### src/rtl/hv_dac_sequencer.sv
// Four-chip serial DAC sequencer: per-chip setpoint queue, round-robin framing,
// SPI-style serial shifting and an LDAC load pulse (automatic or on request).
module hv_dac_sequencer #(
   parameter int SCLK_DIV = 4,
   parameter int LDAC_W   = 8
) (
   input  logic        dtc_clk,
   input  logic        rst,
   input  logic        wr_en,
   input  logic [1:0]  wr_chip,
   input  logic [23:0] wr_word,
   input  logic        auto_ldac,
   input  logic        ldac_req,
   output logic [3:0]  pending,
   output logic        busy,
   output logic        frame_done,
   output logic        hv_dac_sclk,
   output logic        hv_dac_din,
   output logic [3:0]  hv_dac_sync_b,
   output logic        hv_dac_load_b
);

   typedef enum logic [2:0] {S_IDLE, S_SETUP, S_SHIFT, S_GAP, S_LOAD} state_t;

   state_t            r_state, w_state_n;
   logic [15:0]       r_cnt, w_cnt_n;
   logic [4:0]        r_bit, w_bit_n;
   logic              r_hi, w_hi_n;
   logic [23:0]       r_shreg, w_shreg_n;
   logic [3:0][23:0]  r_word;
   logic [3:0]        r_pending;
   logic [1:0]        r_last;
   logic              r_dirty, r_ldac;
   logic              r_sclk, r_din, r_load_b, r_busy, r_fd;
   logic [3:0]        r_sync_b, w_sync_n;
   logic              w_rr_hit, w_grant, w_fend, w_ldac_take, w_load_end;
   logic [1:0]        w_rr_idx, w_gnt_n;

   // Round-robin search starting one past the last granted chip.
   always_comb begin
      w_rr_hit = 1'b0;
      w_rr_idx = r_last;
      for (int k = 1; k <= 4; k++) begin
         if (!w_rr_hit && r_pending[r_last + 2'(k)]) begin
            w_rr_hit = 1'b1;
            w_rr_idx = r_last + 2'(k);
         end
      end
   end

   always_comb begin
      w_state_n   = r_state;
      w_cnt_n     = r_cnt + 16'd1;
      w_bit_n     = r_bit;
      w_hi_n      = r_hi;
      w_shreg_n   = r_shreg;
      w_grant     = 1'b0;
      w_fend      = 1'b0;
      w_ldac_take = 1'b0;
      w_load_end  = 1'b0;
      case (r_state)
         S_IDLE: begin
            w_cnt_n = '0;
            if (r_ldac) begin
               w_state_n   = S_LOAD;
               w_ldac_take = 1'b1;
            end else if (w_rr_hit) begin
               w_state_n = S_SETUP;
               w_grant   = 1'b1;
            end
         end
         S_SETUP: if (r_cnt == 16'(SCLK_DIV - 1)) begin
            w_state_n = S_SHIFT;
            w_cnt_n   = '0;
            w_hi_n    = 1'b0;
            w_bit_n   = 5'd23;
         end
         S_SHIFT: if (r_cnt == 16'(SCLK_DIV - 1)) begin
            w_cnt_n = '0;
            if (!r_hi) begin
               // Rising sclk: advance data so it is stable across the next fall.
               w_hi_n    = 1'b1;
               w_shreg_n = {r_shreg[22:0], 1'b0};
            end else begin
               w_hi_n = 1'b0;
               if (r_bit == 5'd0) begin
                  w_state_n = S_GAP;
                  w_fend    = 1'b1;
               end else begin
                  w_bit_n = r_bit - 5'd1;
               end
            end
         end
         S_GAP: if (r_cnt == 16'(SCLK_DIV - 1)) begin
            w_cnt_n = '0;
            if (w_rr_hit) begin
               w_state_n = S_SETUP;
               w_grant   = 1'b1;
            end else if (auto_ldac && r_dirty) begin
               w_state_n = S_LOAD;
            end else begin
               w_state_n = S_IDLE;
            end
         end
         S_LOAD: if (r_cnt == 16'(LDAC_W - 1)) begin
            w_state_n  = S_IDLE;
            w_cnt_n    = '0;
            w_load_end = 1'b1;
         end
         default: w_state_n = S_IDLE;
      endcase
      if (w_grant) w_shreg_n = r_word[w_rr_idx];
   end

   // Output values are decoded from the next state so every pin is a flop.
   always_comb begin
      w_gnt_n  = w_grant ? w_rr_idx : r_last;
      w_sync_n = 4'hF;
      if (w_state_n == S_SETUP || w_state_n == S_SHIFT) w_sync_n[w_gnt_n] = 1'b0;
   end

   always_ff @(posedge dtc_clk or posedge rst) begin
      if (rst) begin
         r_state   <= S_IDLE;
         r_cnt     <= '0;
         r_bit     <= '0;
         r_hi      <= 1'b1;
         r_shreg   <= '0;
         r_word    <= '0;
         r_pending <= '0;
         r_last    <= 2'd3;
         r_dirty   <= 1'b0;
         r_ldac    <= 1'b0;
         r_sclk    <= 1'b1;
         r_din     <= 1'b0;
         r_sync_b  <= 4'hF;
         r_load_b  <= 1'b1;
         r_busy    <= 1'b0;
         r_fd      <= 1'b0;
      end else begin
         r_state <= w_state_n;
         r_cnt   <= w_cnt_n;
         r_bit   <= w_bit_n;
         r_hi    <= w_hi_n;
         r_shreg <= w_shreg_n;
         if (w_grant) r_last <= w_rr_idx;
         // A same-cycle write to the granted chip re-arms it for another frame.
         for (int i = 0; i < 4; i++) begin
            if (wr_en && wr_chip == 2'(i)) begin
               r_pending[i] <= 1'b1;
               r_word[i]    <= wr_word;
            end else if (w_grant && w_rr_idx == 2'(i)) begin
               r_pending[i] <= 1'b0;
            end
         end
         if (w_fend)          r_dirty <= 1'b1;
         else if (w_load_end) r_dirty <= 1'b0;
         if (ldac_req)         r_ldac <= 1'b1;
         else if (w_ldac_take) r_ldac <= 1'b0;
         r_sclk   <= !(w_state_n == S_SHIFT && !w_hi_n);
         r_din    <= (w_state_n == S_SETUP || w_state_n == S_SHIFT) ? w_shreg_n[23] : 1'b0;
         r_sync_b <= w_sync_n;
         r_load_b <= (w_state_n != S_LOAD);
         r_busy   <= (w_state_n != S_IDLE);
         r_fd     <= w_fend;
      end
   end

   assign pending       = r_pending;
   assign busy          = r_busy;
   assign frame_done    = r_fd;
   assign hv_dac_sclk   = r_sclk;
   assign hv_dac_din    = r_din;
   assign hv_dac_sync_b = r_sync_b;
   assign hv_dac_load_b = r_load_b;

endmodule

### config.mk
export PLATFORM = sky130hd
export DESIGN_NAME = hv_dac_sequencer
export DESIGN_NICKNAME = d
export VERILOG_FILES = /design/src/rtl/hv_dac_sequencer.sv
export SDC_FILE = /design/constraint.sdc
export NUM_CORES = 1
export LEC_CHECK = 0
export ABC_CLOCK_PERIOD_IN_PS = 10000
export BUFFER_PORTS_ARGS = -buffer_cell sky130_fd_sc_hd__clkbuf_2
export CORE_MARGIN = 2
export CORE_UTILIZATION = 55
export DETAILED_ROUTE_END_ITERATION = 10
export PLACE_DENSITY = 0.73
export SYNTH_ARGS = -nofsm -noshare
export SYNTH_HDL_FRONTEND = slang
export SYNTH_SLANG_ARGS = --single-unit
### constraint.sdc
create_clock -name dtc_clk -period 10 [get_ports dtc_clk]
set_clock_uncertainty 0.2 [all_clocks]
set_input_delay 1 -clock dtc_clk [delete_from_list [all_inputs] [get_ports dtc_clk]]
set_output_delay 1 -clock dtc_clk [all_outputs]
set_load 0.01 [all_outputs]
=== Word-level counts from Yosys, hierarchy flattened ===
Cells that the tools add are included.

* Bits in registers: 162
* Bits of input ports: 31
* Output and inout port bits: 13
* Word-level logic and storage cells: 167

* Add/sub/neg operators: 5
* Order comparisons: 7
* Eq/ne operators: 20
* Multiplexer cells: 74
* Bitwise gates (word level): 1
* Reduce and logical (&&, ||, !) cells: 37

{| class="wikitable"
|+ Operator list
! cell !! number
|-
| 24-bit two-way mux || 5
|-
| 24-bit binary-select mux with 2-bit select || 1
|-
| 16-bit one-hot mux with 3 select lines || 1
|-
| 1-bit two-way mux || 36
|-
| 16-bit two-way mux || 2
|-
| 3-bit two-way mux || 10
|-
| 5-bit two-way mux || 4
|-
| 2-bit by 3-bit < comparator with 1-bit output, second input constant || 6
|-
| 2-bit nonzero test || 9
|-
| 16-bit by 1-bit adder with 16-bit output, second input constant || 1
|-
| 16-bit by 2-bit equality test with 1-bit output, second input constant || 1
|-
| 16-bit by 3-bit equality test with 1-bit output, second input constant || 1
|-
| 3-bit one-hot mux with 5 select lines || 1
|-
| 1-bit logical AND || 14
|-
| 2-bit two-way mux || 5
|-
| 5-bit one-hot mux with 2 select lines || 1
|-
| 3-bit by 2-bit equality test with 1-bit output, second input constant || 3
|-
| 1-bit binary-select mux with 2-bit select || 4
|-
| 2-bit equality test, second input constant || 4
|-
| 2-bit != test, second input constant || 4
|-
| 3-bit by 1-bit equality test with 1-bit output, second input constant || 2
|-
| 1-bit zero test || 5
|-
| 5-bit zero test || 1
|-
| 5-bit AND reduction || 1
|-
| 18 further kinds || 22
|}

=== Logic depth before layout (Yosys ltp) ===
* Word-level depth: 23
* Gate-level depth with buffers: 9
* Gate-level depth less buffers: 9

=== Least setup slack after synthesis ===
OpenSTA, ideal clock, no wires.

* Path type: input-to-reg
* Start point: in wr_chip[1]
* End point: reg r_word[11] (netlist bit)
* Library setup time: 125 ps
* Data arrival time: 2319 ps
* Required time: 9675 ps
* Slack: 7356 ps
* Cell stages on the path: 3
* Buffers on the path: 1
* Cells stage by stage: nor3b_1 clkbuf_1 mux2_2

* Word-level cells in the longest chain between the ends: 2

{| class="wikitable"
|+ RTL lines
! what !! RTL line !! source
|-
| from (decl) || 10 || <nowiki>input logic [1:0] wr_chip,</nowiki>
|-
| 2-bit zero test || 149 || <nowiki>if (wr_en && wr_chip == 2'(i)) begin</nowiki>
|-
| 1-bit logical AND || 149 ||
|-
| to (signal, indexed assignment) || 151 || <nowiki>r_word[i] <= wr_word;</nowiki>
|-
| to (decl) || 30 || <nowiki>logic [3:0][23:0] r_word;</nowiki>
|}

No other way between the ends.
A chain may end at the register's enable or synchronous reset.

=== Final worst setup path ===
* Start point: reg r_cnt[0]
* End point: reg r_cnt[3]

* Word-level cells in the longest chain between the ends: 3
* Elaborated cells on any way between the ends: 6
* Classes of those cells: add/sub (1); eq/ne (2); mux (3)

{| class="wikitable"
|+ RTL lines
! what !! RTL line !! source
|-
| from (decl) || 26 || <nowiki>logic [15:0] r_cnt, w_cnt_n;</nowiki>
|-
| from (signal assigned) || 142 || <nowiki>r_cnt <= w_cnt_n;</nowiki>
|-
| 16-bit by 1-bit adder with 16-bit output, or another cell as far along || 53 || <nowiki>w_cnt_n = r_cnt + 16'd1;</nowiki>
|-
| 16-bit two-way mux, on equally long branches || n/a ||
|-
| 16-bit one-hot mux with 3 select lines (*) || 61 || <nowiki>case (r_state)</nowiki>
|-
| named net w_cnt_n[3] || 26 ||
|}

Mark *: on every way through the listed nets, which the timed path passes. The rest lies on a longest branch.

==> results.md <==
* Outcome: complete, no violations
* Drt initial violations at 372
* Async S/R FF share, synth at 1.00
* Yosys synthesis warning count at 0
* Detail-routed via count per cell at roughly 6.0
* Number of filler instances in the final layout at 1025
* Relative contribution of combinational cells to total power at 0.207
* Setup total negative slack at 0 ns
* Register bit count reported by yosys at 162
* Sequential fraction of the synthesis area at 0.540
* Clock share of power at 0.347
* CTS root buffer: sky130_fd_sc_hd__clkbuf_16
* Switching power total at 0.570 mW
* Hold Vio Cnt, Final at 0
* Arrival time at the worst endpoint at 2.95 ns
* Footprint of the flip-flops and latches at 4070 µm²
* Final setup violation count at 0
* Sequential share of power at 0.445
* # resized after CTS at 0
* Placer congestion estimate at between 0.8 and 0.9
* Final #Nets at 696
* Number of levels the H-tree was split into at 4
* Vias at between 5000 and 6000
* Area of combinational cells with multiple inputs at approximately 3300 µm²
* Effective utilization at floorplan at 0.566
* Worst setup SP type: flop
* Max-cap violations at 0
* Post-Syn Area at 7530 µm²
* Detail Route met3 WL at 723 µm
* Kind of critical path: reg2reg
* Core area at 13300 µm²
* Detailed Place HPWL at 9340 µm
* Insertion delay to the later sink of the worst-skew pair at 0.43 ns
* Worst slew slack as a fraction of its limit at 0.176
* Number of diodes at 0
* Gate Count Post-Synth at 625
* Remaining number of nets flagged by the antenna check after routing at 0
* Antenna violations before repair at 0
* Synthesized Nets at 660
* Worst vdd ir at roughly 130 µV
* Number of hold buffers added after cts at 0
* Worst EP required at approximately 10 ns
* Final core utilization at 0.640
* Leakage Power at 3.66 nW
* Number of global-route vias before repair at 5267
* Switching Fraction at 0.294
* Height of the die at between 100 and 150 µm
* Routed wire length at about 16000 µm
* Clock tree from TritonCTS: yes
* Worst hold path type: reg2reg
* Layout Area Growth over Synthesis at 13.1%
* Number of placement rows at 42
* Final min period at 2.90 ns
* Endpoint kind of the worst setup timing path: flop
* Post-synth cell types at 50
* Die Outline Area at 14600 µm²
* Maximum operating frequency at 345 MHz
* DRC errors left at 0
* GRT overflow at 0
* Number of max-slew violations in the final report at 0
* Highest signal layer in the routed design: met4
* Internal portion of total power at roughly 1.4 mW
* Wire length of the first global-routing pass at 25900 µm
* Buffers on Ports at 43
* Clock transition at the register clock pins on the worst setup and hold paths after CTS at 0.06 ns
* Clock tree buffer depth at 2
* Slew @ Worst Pin at 1.24 ns
* Share of the clock period used by the worst path after layout at 0.290
* Routed met2 length at a little under 8000 µm
* Most used flip-flop cell after synthesis: sky130_fd_sc_hd__dfrtp_1
* Global router's overall resource usage at 0.229
* Clock sink count at 162
* Buffers inserted during post-CTS setup optimization at 0
* Clock buffers created by TritonCTS at 17
* Layout cells sized above 1 at 0.309
* Setup repair after global routing missed its margin: no
* Pre-antenna DRT Iters at 5
* Post-route met1 wirelength at 6700 µm
* Crit Path Max Fanout at 16
* Width of the die at 121 µm
* Wirelength per Cell at 18.3 µm
* I/O pin total at 44
* Pin count of the biggest net entering global routing at 101
* Number of synthesized flops with an enable pin at 0
* Total power density per cell area at 228 nW/µm²
* Average footprint of a synthesized cell at 12.0 µm²
[flip-flops by register name, summed over array words and instances (netlist names)]
signal	flops
r_word	96
r_shreg	24
r_cnt	16
r_bit	5
hv_dac_sync_b	4
pending	4
r_state	3
r_last	2
busy	1
frame_done	1
hv_dac_din	1
hv_dac_load_b	1
hv_dac_sclk	1
r_dirty	1
r_hi	1
r_ldac	1
[through the flow]
stage	worst slack, ns	power [mW]	instance area [µm²]	cells	hold WS [ns]
3_5_place_dp	7.12	1.27	7900	818	0.283
4_1_cts	7.12	1.95	8510	849	0.292
3_3_place_gp	7.24	1.25	7900	818	0.266
6_report	7.10	1.94	8510	849	0.287
2_1_floorplan	4.44	1.17	7530	625	0.251
5_1_grt	6.90	2.04	8510	849	0.315
[final cells by class]
class,count,share of cell area
Tap cell,176,0.0259
Clock buffer,20,0.0548
Timing Repair Buffer,53,0.0341
Inverter,11,0.00544
Sequential cell,162,0.477
Multi-Input combinational cell,416,0.384
Clock inverter,11,0.0179
[metal layers]
metal  up-vias  track usage
met5         -            0
met4         0        0.106
met3        30       0.0498
met2       133        0.373
met1      2570        0.295
li1       2338            -
[logic make-up after synthesis]
family | after synthesis | synth area share
xor gates and xnor gates | 15 | 0.0174
AOI/OAI and AO/OA | 110 | 0.0947
buffers and inverters | 47 | 0.0299
adders and majority gates | 4 | 0.00665
and+or+nand+nor | 144 | 0.105
muxes | 143 | 0.206
DFF | 162 | 0.540
[power by group through the flow]
stage | clock, mW | sequential [mW] | combinational [mW]
6_report | 0.674 | 0.863 | 0.402
5_1_grt | 0.713 | 0.878 | 0.446
2_1_floorplan | 0 | 0.842 | 0.325
3_5_place_dp | 0 | 0.872 | 0.401
3_3_place_gp | 0 | 0.863 | 0.383
4_1_cts | 0.685 | 0.862 | 0.404
[final timing paths]
path                       startpoint  cells past startpoint  slack, ns           to
max                          r_cnt[0]                      7       7.10     r_cnt[3]
min                          r_cnt[0]                      1       0.29     r_cnt[0]
max reg2reg                  r_cnt[0]                      7       7.10     r_cnt[3]
min reg2reg                  r_cnt[0]                      1       0.29     r_cnt[0]
max in group asynchronous         rst                      3       7.71  r_shreg[14]
min in group asynchronous         rst                      2       0.57   r_word[40]
[cells in the final DEF, fill, tap and decap left out, types with 4 or more instances in the layout]
cell / netlist / routed
sky130_fd_sc_hd__xor2_1: 12 / 12
sky130_fd_sc_hd__o21ai_0: 16 / 16
sky130_fd_sc_hd__clkbuf_2: 2 / 43
sky130_fd_sc_hd__mux2_2: 97 / 97
sky130_fd_sc_hd__ha_1: 4 / 4
sky130_fd_sc_hd__a221o_1: 23 / 23
sky130_fd_sc_hd__inv_1: 11 / 10
sky130_fd_sc_hd__nor3_1: 7 / 6
sky130_fd_sc_hd__dfstp_2: 9 / 9
sky130_fd_sc_hd__nand2_1: 47 / 47
sky130_fd_sc_hd__buf_4: 0 / 10
sky130_fd_sc_hd__a21oi_1: 31 / 31
sky130_fd_sc_hd__nor2_1: 28 / 28
sky130_fd_sc_hd__mux2i_1: 46 / 46
sky130_fd_sc_hd__o21ai_1: 23 / 23
sky130_fd_sc_hd__or2_2: 4 / 4
sky130_fd_sc_hd__nand4_1: 5 / 5
sky130_fd_sc_hd__dfrtp_1: 153 / 153
sky130_fd_sc_hd__nor3_2: 3 / 4
sky130_fd_sc_hd__clkbuf_16: 0 / 17
sky130_fd_sc_hd__nand3_1: 16 / 15
sky130_fd_sc_hd__nand2b_1: 5 / 5
[worst max-delay path, stage by stage, from the launching register on]
cell and delay [ns]:
sky130_fd_sc_hd__dfrtp_1 0.39, sky130_fd_sc_hd__ha_1 0.24, sky130_fd_sc_hd__nor4b_4 0.34, sky130_fd_sc_hd__nand4_1 0.23, sky130_fd_sc_hd__nor2_1 0.19, sky130_fd_sc_hd__nand2_1 0.08
sky130_fd_sc_hd__a22oi_1 0.92, sky130_fd_sc_hd__nor2_1 0.15
[Yosys cell counts, types with 2 or more instances]
master	n	area (µm²)
sky130_fd_sc_hd__nand3b_1	3	22.5
sky130_fd_sc_hd__a31oi_1	3	18.8
sky130_fd_sc_hd__ha_1	4	50.1
sky130_fd_sc_hd__nand3_1	16	80.1
sky130_fd_sc_hd__nor2_1	28	105
sky130_fd_sc_hd__nor2b_1	3	18.8
sky130_fd_sc_hd__buf_6	5	56.3
sky130_fd_sc_hd__o211ai_1	2	15.0
sky130_fd_sc_hd__nand2_1	47	176
sky130_fd_sc_hd__dfstp_2	9	236
sky130_fd_sc_hd__xor2_1	12	105
sky130_fd_sc_hd__clkbuf_2	2	10.0
sky130_fd_sc_hd__xnor2_1	3	26.3
sky130_fd_sc_hd__o31ai_1	2	15.0
sky130_fd_sc_hd__nor4_4	3	63.8
sky130_fd_sc_hd__nand2b_1	5	31.3
sky130_fd_sc_hd__buf_2	7	35.0
sky130_fd_sc_hd__a221o_1	23	230
sky130_fd_sc_hd__and4_1	2	17.5
sky130_fd_sc_hd__clkbuf_1	21	78.8
sky130_fd_sc_hd__and3_1	2	12.5
sky130_fd_sc_hd__a21oi_1	31	155
sky130_fd_sc_hd__nor4_1	3	18.8
sky130_fd_sc_hd__nand4_1	5	31.3
sky130_fd_sc_hd__o21ai_0	16	80.1
sky130_fd_sc_hd__or2_2	4	25.0
sky130_fd_sc_hd__a22oi_1	2	15.0
sky130_fd_sc_hd__o21ai_1	23	115
sky130_fd_sc_hd__mux2i_1	46	460
sky130_fd_sc_hd__mux2_2	97	1090
sky130_fd_sc_hd__dfrtp_1	153	3830
sky130_fd_sc_hd__nor3b_1	4	30.0
sky130_fd_sc_hd__inv_1	11	41.3
sky130_fd_sc_hd__or3_1	3	18.8
sky130_fd_sc_hd__a22o_1	2	17.5
sky130_fd_sc_hd__nor3_1	7	35.0
sky130_fd_sc_hd__nor3_2	3	30.0
(Power assumes the default switching activity.)
